==> config.mk <==
export PLATFORM = sky130hd
export DESIGN_NAME = alu_share_ctrl_flat
export DESIGN_NICKNAME = d
export VERILOG_FILES = /design/src/rtl/alu_share_if.sv /design/src/rtl/alu_share_ctrl.sv /design/src/flat_wrapper.sv
export SDC_FILE = /design/constraint.sdc
export NUM_CORES = 1
export LEC_CHECK = 0
export CAP_MARGIN = 5
export CELL_PAD_IN_SITES_DETAIL_PLACEMENT = 0
export CELL_PAD_IN_SITES_GLOBAL_PLACEMENT = 1
export CORE_MARGIN = 10
export CORE_UTILIZATION = 40
export DETAILED_ROUTE_END_ITERATION = 10
export PLACE_DENSITY = 0.81
export SLEW_MARGIN = 0
export SYNTH_ARGS = -nofsm -noshare
export SYNTH_HDL_FRONTEND = slang
export SYNTH_SLANG_ARGS = --single-unit
==> constraint.sdc <==
create_clock -name clk -period 4.19 [get_ports clk]
set_input_delay 0.838 -clock clk [delete_from_list [all_inputs] [get_ports clk]]
set_output_delay 0.838 -clock clk [all_outputs]
set_load 0.01 [all_outputs]
==> src/rtl/alu_share_if.sv <==
// Request/response bundle between two issuing units and the shared ALU scheduler.
// Ports (signals):
//   req0_*/req1_* : valid/ready handshake plus operands a, b and 12-bit control word
//   resp_*        : result channel (valid/ready, 32-bit result, requester id)
// The master modport is the requester/consumer side; slave is the scheduler.
interface alu_share_if;
  localparam int unsigned DATA_W = 32;
  localparam int unsigned OP_W   = 12;

  logic              req0_valid;
  logic              req0_ready;
  logic [DATA_W-1:0] req0_a;
  logic [DATA_W-1:0] req0_b;
  logic [OP_W-1:0]   req0_op;

  logic              req1_valid;
  logic              req1_ready;
  logic [DATA_W-1:0] req1_a;
  logic [DATA_W-1:0] req1_b;
  logic [OP_W-1:0]   req1_op;

  logic              resp_valid;
  logic              resp_ready;
  logic [DATA_W-1:0] resp_result;
  logic              resp_id;

  modport master (
    output req0_valid, req0_a, req0_b, req0_op,
    input  req0_ready,
    output req1_valid, req1_a, req1_b, req1_op,
    input  req1_ready,
    input  resp_valid, resp_result, resp_id,
    output resp_ready
  );

  modport slave (
    input  req0_valid, req0_a, req0_b, req0_op,
    output req0_ready,
    input  req1_valid, req1_a, req1_b, req1_op,
    output req1_ready,
    output resp_valid, resp_result, resp_id,
    input  resp_ready
  );
endinterface

==> src/rtl/alu_share_ctrl.sv <==
// Two-requester scheduler sharing one 32-bit ALU; one operation in flight at a time.
// Ports:
//   clk, rst_n : clock, asynchronous active-low reset
//   bus        : alu_share_if.slave (two request ports, one tagged response port)
//   busy       : high whenever the scheduler is not idle
// Control word: {c_0, Const_Var, shift_direction, Function_class[1:0],
//                Logic_function[1:0], Const_amount[4:0]}, bit 11 = c_0.
module alu_share_ctrl #(
  parameter bit RR_ENABLE = 1'b1
) (
  input  logic          clk,
  input  logic          rst_n,
  alu_share_if.slave    bus,
  output logic          busy
);
  localparam int unsigned DATA_W = 32;
  localparam int unsigned OP_W   = 12;
  localparam int unsigned SH_W   = 5;

  typedef enum logic [1:0] {
    IDLE = 2'd0,
    EXEC = 2'd1,
    RESP = 2'd2
  } state_t;

  state_t            state_q, state_d;
  logic [DATA_W-1:0] a_q, b_q, result_q;
  logic [OP_W-1:0]   op_q;
  logic              id_q, last_grant_q, resp_valid_q, resp_id_q;

  logic              grant_c, idle_c, hs_c;
  logic [DATA_W-1:0] alu_s_c;

  // Arbitration: lone requester wins; on contention alternate or favour port 0.
  always_comb begin
    grant_c = 1'b0;
    if (bus.req0_valid && bus.req1_valid) begin
      grant_c = RR_ENABLE ? ~last_grant_q : 1'b0;
    end else if (bus.req1_valid) begin
      grant_c = 1'b1;
    end
  end

  assign idle_c         = (state_q == IDLE);
  assign bus.req0_ready = idle_c && !grant_c;
  assign bus.req1_ready = idle_c && grant_c;
  assign hs_c           = idle_c && (grant_c ? bus.req1_valid : bus.req0_valid);

  // State register.
  always_ff @(posedge clk or negedge rst_n) begin
    if (!rst_n) state_q <= IDLE;
    else        state_q <= state_d;
  end

  // Next-state logic.
  always_comb begin
    state_d = state_q;
    case (state_q)
      IDLE:    if (hs_c) state_d = EXEC;
      EXEC:    state_d = RESP;
      RESP:    if (bus.resp_ready) state_d = IDLE;
      default: state_d = IDLE;
    endcase
  end

  // Operand capture, result capture and response flags.
  always_ff @(posedge clk or negedge rst_n) begin
    if (!rst_n) begin
      a_q          <= '0;
      b_q          <= '0;
      op_q         <= '0;
      id_q         <= 1'b0;
      last_grant_q <= 1'b1;
      result_q     <= '0;
      resp_valid_q <= 1'b0;
      resp_id_q    <= 1'b0;
    end else begin
      if (hs_c) begin
        a_q          <= grant_c ? bus.req1_a  : bus.req0_a;
        b_q          <= grant_c ? bus.req1_b  : bus.req0_b;
        op_q         <= grant_c ? bus.req1_op : bus.req0_op;
        id_q         <= grant_c;
        last_grant_q <= grant_c;
      end
      if (state_q == EXEC) begin
        result_q     <= alu_s_c;
        resp_valid_q <= 1'b1;
        resp_id_q    <= id_q;
      end else if ((state_q == RESP) && bus.resp_ready) begin
        resp_valid_q <= 1'b0;
      end
    end
  end

  // Combinational ALU fed from the captured operands; c_0 is carry-in and subtract select.
  always_comb begin
    logic            c0, const_var, shift_left;
    logic [1:0]      fclass, lfunc;
    logic [SH_W-1:0] shamt;
    logic [DATA_W-1:0] b_eff, sum;
    c0         = op_q[11];
    const_var  = op_q[10];
    shift_left = op_q[9];
    fclass     = op_q[8:7];
    lfunc      = op_q[6:5];
    shamt      = const_var ? a_q[SH_W-1:0] : op_q[SH_W-1:0];
    b_eff      = c0 ? ~b_q : b_q;
    sum        = a_q + b_eff + DATA_W'(c0);
    alu_s_c    = '0;
    case (fclass)
      2'd0: alu_s_c = shift_left ? (b_q << shamt) : (b_q >> shamt);
      2'd1: alu_s_c = DATA_W'(sum[DATA_W-1]);
      2'd2: alu_s_c = sum;
      default: begin
        case (lfunc)
          2'd0:    alu_s_c = a_q & b_q;
          2'd1:    alu_s_c = a_q | b_q;
          2'd2:    alu_s_c = a_q ^ b_q;
          default: alu_s_c = ~(a_q | b_q);
        endcase
      end
    endcase
  end

  assign bus.resp_valid  = resp_valid_q;
  assign bus.resp_result = result_q;
  assign bus.resp_id     = resp_id_q;
  assign busy            = (state_q != IDLE);
endmodule

==> src/flat_wrapper.sv <==
// flat-port wrapper written by rule: the top's interface ports become plain ports
module alu_share_ctrl_flat 
#(
  parameter bit RR_ENABLE = 1'b1
)
  (clk, rst_n, busy, bus_req0_valid, bus_req0_a, bus_req0_b, bus_req0_op, bus_req0_ready, bus_req1_valid, bus_req1_a, bus_req1_b, bus_req1_op, bus_req1_ready, bus_resp_valid, bus_resp_result, bus_resp_id, bus_resp_ready);
  alu_share_if bus_i ();
  input  logic clk;
  input  logic rst_n;
  output logic busy;
  input wire logic [$bits(bus_i.req0_valid)-1:0] bus_req0_valid;
  input wire logic [$bits(bus_i.req0_a)-1:0] bus_req0_a;
  input wire logic [$bits(bus_i.req0_b)-1:0] bus_req0_b;
  input wire logic [$bits(bus_i.req0_op)-1:0] bus_req0_op;
  output wire logic [$bits(bus_i.req0_ready)-1:0] bus_req0_ready;
  input wire logic [$bits(bus_i.req1_valid)-1:0] bus_req1_valid;
  input wire logic [$bits(bus_i.req1_a)-1:0] bus_req1_a;
  input wire logic [$bits(bus_i.req1_b)-1:0] bus_req1_b;
  input wire logic [$bits(bus_i.req1_op)-1:0] bus_req1_op;
  output wire logic [$bits(bus_i.req1_ready)-1:0] bus_req1_ready;
  output wire logic [$bits(bus_i.resp_valid)-1:0] bus_resp_valid;
  output wire logic [$bits(bus_i.resp_result)-1:0] bus_resp_result;
  output wire logic [$bits(bus_i.resp_id)-1:0] bus_resp_id;
  input wire logic [$bits(bus_i.resp_ready)-1:0] bus_resp_ready;
  assign bus_i.req0_valid = bus_req0_valid;
  assign bus_i.req0_a = bus_req0_a;
  assign bus_i.req0_b = bus_req0_b;
  assign bus_i.req0_op = bus_req0_op;
  assign bus_req0_ready = bus_i.req0_ready;
  assign bus_i.req1_valid = bus_req1_valid;
  assign bus_i.req1_a = bus_req1_a;
  assign bus_i.req1_b = bus_req1_b;
  assign bus_i.req1_op = bus_req1_op;
  assign bus_req1_ready = bus_i.req1_ready;
  assign bus_resp_valid = bus_i.resp_valid;
  assign bus_resp_result = bus_i.resp_result;
  assign bus_resp_id = bus_i.resp_id;
  assign bus_i.resp_ready = bus_resp_ready;
  alu_share_ctrl #(.RR_ENABLE(RR_ENABLE)) u_core (.clk(clk), .rst_n(rst_n), .bus(bus_i), .busy(busy));
endmodule
==> metrics.sh, run 1 <==
YS_TOP_CELLS_BY_AREA='sky130_fd_sc_hd__dfrtp_1, sky130_fd_sc_hd__mux2i_1, sky130_fd_sc_hd__ha_1, sky130_fd_sc_hd__mux4_2, sky130_fd_sc_hd__nand2_1'
FLOORPLAN.CORE_AREA_UM2=33800
SYNTH_WARNINGS=0
TIMING.SETUP.TNS_NS=0
TRITONCTS='built'
STARTING_UTILIZATION_OF_THE_CORE_AREA_PCT=40.8
LAYOUT_MIN_CYCLE_TIME_NS=3.87
NUMBER_OF_CTS_INSERTED_BUFFERS=17
SYNTH_AREA_LEADER_CELL='sky130_fd_sc_hd__dfrtp_1'
SYN_INST=1622
CP_CELL_SEQUENCE='xor2_1, ha_1, nand4_1, nor3_1, buf_4, nand2_1, and4_1, or3b_2, a31oi_1, a21oi_1'
WORST_PATH_LARGEST_CELL_DELAY_NS=0.74
SYNTHTOPCELLSBYCOUNT='sky130_fd_sc_hd__nand2_1, sky130_fd_sc_hd__mux2i_1, sky130_fd_sc_hd__o21ai_0'
CTS-RESIZED-GATES=0
CTS_HTREE_LEVELS=4
NUMBER_OF_ANTENNA_VIOLATIONS_AT_THE_FIRST_CHECK_IN_GLOBAL_ROUTING=1
MAX_FREQ_MHz=259
TIMING.CRITICAL_PATH.FANOUT_MAX=12
FP-ROW-COUNT=67
STATUS='completed'
POST_CTS_SETUP_REPAIR_BUFFER_COUNT=0
SYNTH-SEQ-AREA-SHARE_PCT=20.7
AREA_DELTA_SYNTH_FINAL_PCT=20.9
YOSYS.CELL_COUNT.TOP_TYPE='sky130_fd_sc_hd__nand2_1'
ROUTE.DETAILED.DRC=0
SYNTH.FF_LATCH_COUNT=114
DRT_PRE_ANTENNA_ITERS=6
SYN-MEAN-INSTANCE-AREA_UM2=8.49
ANTENNA-DIODE-COUNT=0
FINAL_NET_COUNT=1995
CLKLATENCYLATEPIN_NS=0.46
DRV_CAP=0
SETUP.WORST_PATH.END_CLASS='register'
IOS=194
DRT_ITER0_DRC=1637
CLK_PATH_BUF_DEPTH=2
REPORT.FINAL.HOLD_VIOL_COUNT=0
ANTENNA_VIOLATING_NETS_POST_ROUTE=0
CTS.REPORTEDPATHS.CLKPINSLEW_NS=0.05
REPORT.FINAL.SETUP_VIOL=0
CLOCK_SINK_COUNT=114
CRITPATHREQUIREDTIME_NS=4.51
TOTAL_ROUTING_USAGE_GR_PCT=26.9
DRT-TOTAL-WL_UM=57800
CTS-ROOT-BUF='sky130_fd_sc_hd__clkbuf_16'
SYNTH_TOP_FLOP_CELL='sky130_fd_sc_hd__dfrtp_1'
POSTSYNTHNETCOUNT=1877
NUMPORTBUFFERS=193
CRIT_BUF_INV=1
TIMING_WORST_SETUP_PATH_TYPE='register to register'
MIN-DELAY-PATH-CLASS='primary input to asynchronous set/reset pin'
DIEAREA_UM2=42300
FINAL.SETUP_SKEW_NS=0.0135
DIE_W_UM=206
AVGVIACOUNTPERCELL=6.13
ROUTE.DETAILED.WL_PER_INST_UM=26.2
NETLIST_AREA_UM2=13800
GRT_MAX_DEGREE=106
GRT_PASS1_VIAS=12900
GRT_SETUP_UNREPAIRED='no'
GRT_FIRST_PASS_WIRELENGTH_UM=85100
SYNTH-EDFF-COUNT=0
SYNTH_LARGEST_TYPE_AREA_FRACTION_PCT=20.5
GRT-OVFL-TOTAL=0
SLEW_HEADROOM_PCT=10.9
SYNTHDISTINCTLIBCELLS=92
CTS_HOLD_BUFFERS=0
TIMING_WORST_SLEW_PIN_VALUE_NS=1.34
PERIOD_SHARE_PCT=92.3
CRIT_PATH_TOP_DELAY_CELL='sky130_fd_sc_hd__dfrtp_1'
ROUTED_VIA_COUNT=13500
LAYOUT-DRIVE-GT1-SHARE_PCT=10.8
DIE_H_UM=206
REPORT.FINAL.SLEW_VIOL_COUNT=0
SYNTH_ASYNC_SR_FLOP_SHARE_PCT=100
PLACE.GP.CONGESTION=1.05
PATH_DELAY_FAMILY='simple AND/OR/NAND/NOR gates'
ARRIVAL_NS=4.19
PLACE_HPWL_UM=45300
SETUP.WORST_PATH.START_CLASS='register'
[kinds of logic (layout without fill, tap and decap cells)]
logic type	Yosys count	in the layout	synth area share (%)
buffers and inverters	230	361	7.67
and+or+nand+nor	403	403	13.2
muxes	250	250	22.7
AOI/OAI and AO/OA	450	450	21.8
DFF	114	114	20.7
xor gates and xnor gates	77	77	4.90
adders and majority gates	98	98	8.96
[sequential cells by signal, summed over array words and instances, names as in the netlist]
signal                  flops
u_core.a_q                 32
u_core.bus.resp_result     32
u_core.last_grant_q         1
u_core.state_q              2
u_core.bus.resp_valid       1
u_core.id_q                 1
u_core.op_q                12
u_core.b_q                 32
u_core.bus.resp_id          1
[area by class of cell]
type	instances	area (um^2)
Fill cell	3185	17100
Multi-Input combinational cell	1278	9900
Sequential cell	114	2860
Timing Repair Buffer	253	2440
Tap cell	448	561
Clock buffer	23	468
Inverter	76	285
Clock inverter	9	134
[per-layer routing]
| layer | global-route usage (%) | share of wire, % |
|---|---|---|
| met1 | 35.9 | 43 |
| met2 | 39.9 | 43 |
| met3 | 7.67 | 10 |
| met4 | 11.2 | 3.9 |
| met5 | 0 | 0.017 |
[cells in the final DEF (no fill, tap or decap), types with 26 or more instances in the layout]
cell type,Yosys,final
sky130_fd_sc_hd__xnor2_1,26,26
sky130_fd_sc_hd__o21ai_0,129,129
sky130_fd_sc_hd__mux4_2,40,40
sky130_fd_sc_hd__a21oi_1,83,83
sky130_fd_sc_hd__inv_1,76,76
sky130_fd_sc_hd__dfrtp_1,113,111
sky130_fd_sc_hd__nand2_1,188,188
sky130_fd_sc_hd__mux2i_1,181,179
sky130_fd_sc_hd__clkdlybuf4s50_1,0,192
sky130_fd_sc_hd__ha_1,97,97
sky130_fd_sc_hd__nand3_1,30,30
sky130_fd_sc_hd__nor2_1,84,84
sky130_fd_sc_hd__buf_4,6,56
sky130_fd_sc_hd__a31oi_1,29,29
sky130_fd_sc_hd__xor2_1,51,51
[through the flow]
stage | utilization, % | area (um^2) | setup slack, ns | std cells | hold slack, ns
after global placement | 47.5 | 16000 | 0.470 | 2169 | 0.458
after global routing | 49.3 | 16600 | 0.156 | 2201 | 0.506
after CTS | 49.3 | 16600 | 0.465 | 2201 | 0.473
after floorplan | - | 13800 | 0.971 | 1622 | 0.439
final | 49.3 | 16600 | 0.323 | 2201 | 0.457
after detailed placement | 47.5 | 16000 | 0.497 | 2169 | 0.471
[path summary, 6_finish.rpt]
path | from | endpoint | slack, ns | depth (start not counted)
worst max-delay path | u_core.b_q[13] | u_core.bus.resp_result[23] | 0.32 | 10
worst min-delay path | rst_n | u_core.bus.resp_id | 0.46 | 1
worst max register to register | u_core.b_q[13] | u_core.bus.resp_result[23] | 0.32 | 10
worst min register to register | u_core.id_q | u_core.bus.resp_id | 0.48 | 2
max in group asynchronous | rst_n | u_core.last_grant_q | 2.92 | 2
min in group clk | u_core.id_q | u_core.bus.resp_id | 0.48 | 2
Power of run 1 is left out: the tool's default activity adds up to more than one toggle a clock period on the data nets, which glitch-free logic cannot reach.
==> run 2: changes to the inputs <==
--- a/config.mk
+++ b/config.mk
@@ -12,7 +12,6 @@
 export CORE_UTILIZATION = 40
 export DETAILED_ROUTE_END_ITERATION = 10
 export PLACE_DENSITY = 0.81
-export SLEW_MARGIN = 0
 export SYNTH_ARGS = -nofsm -noshare
 export SYNTH_HDL_FRONTEND = slang
 export SYNTH_SLANG_ARGS = --single-unit
==> results of run 2 <==
The final DEF is identical to that of run 1; final timing and power are the same.
Power of run 2 is left out for the same reason.
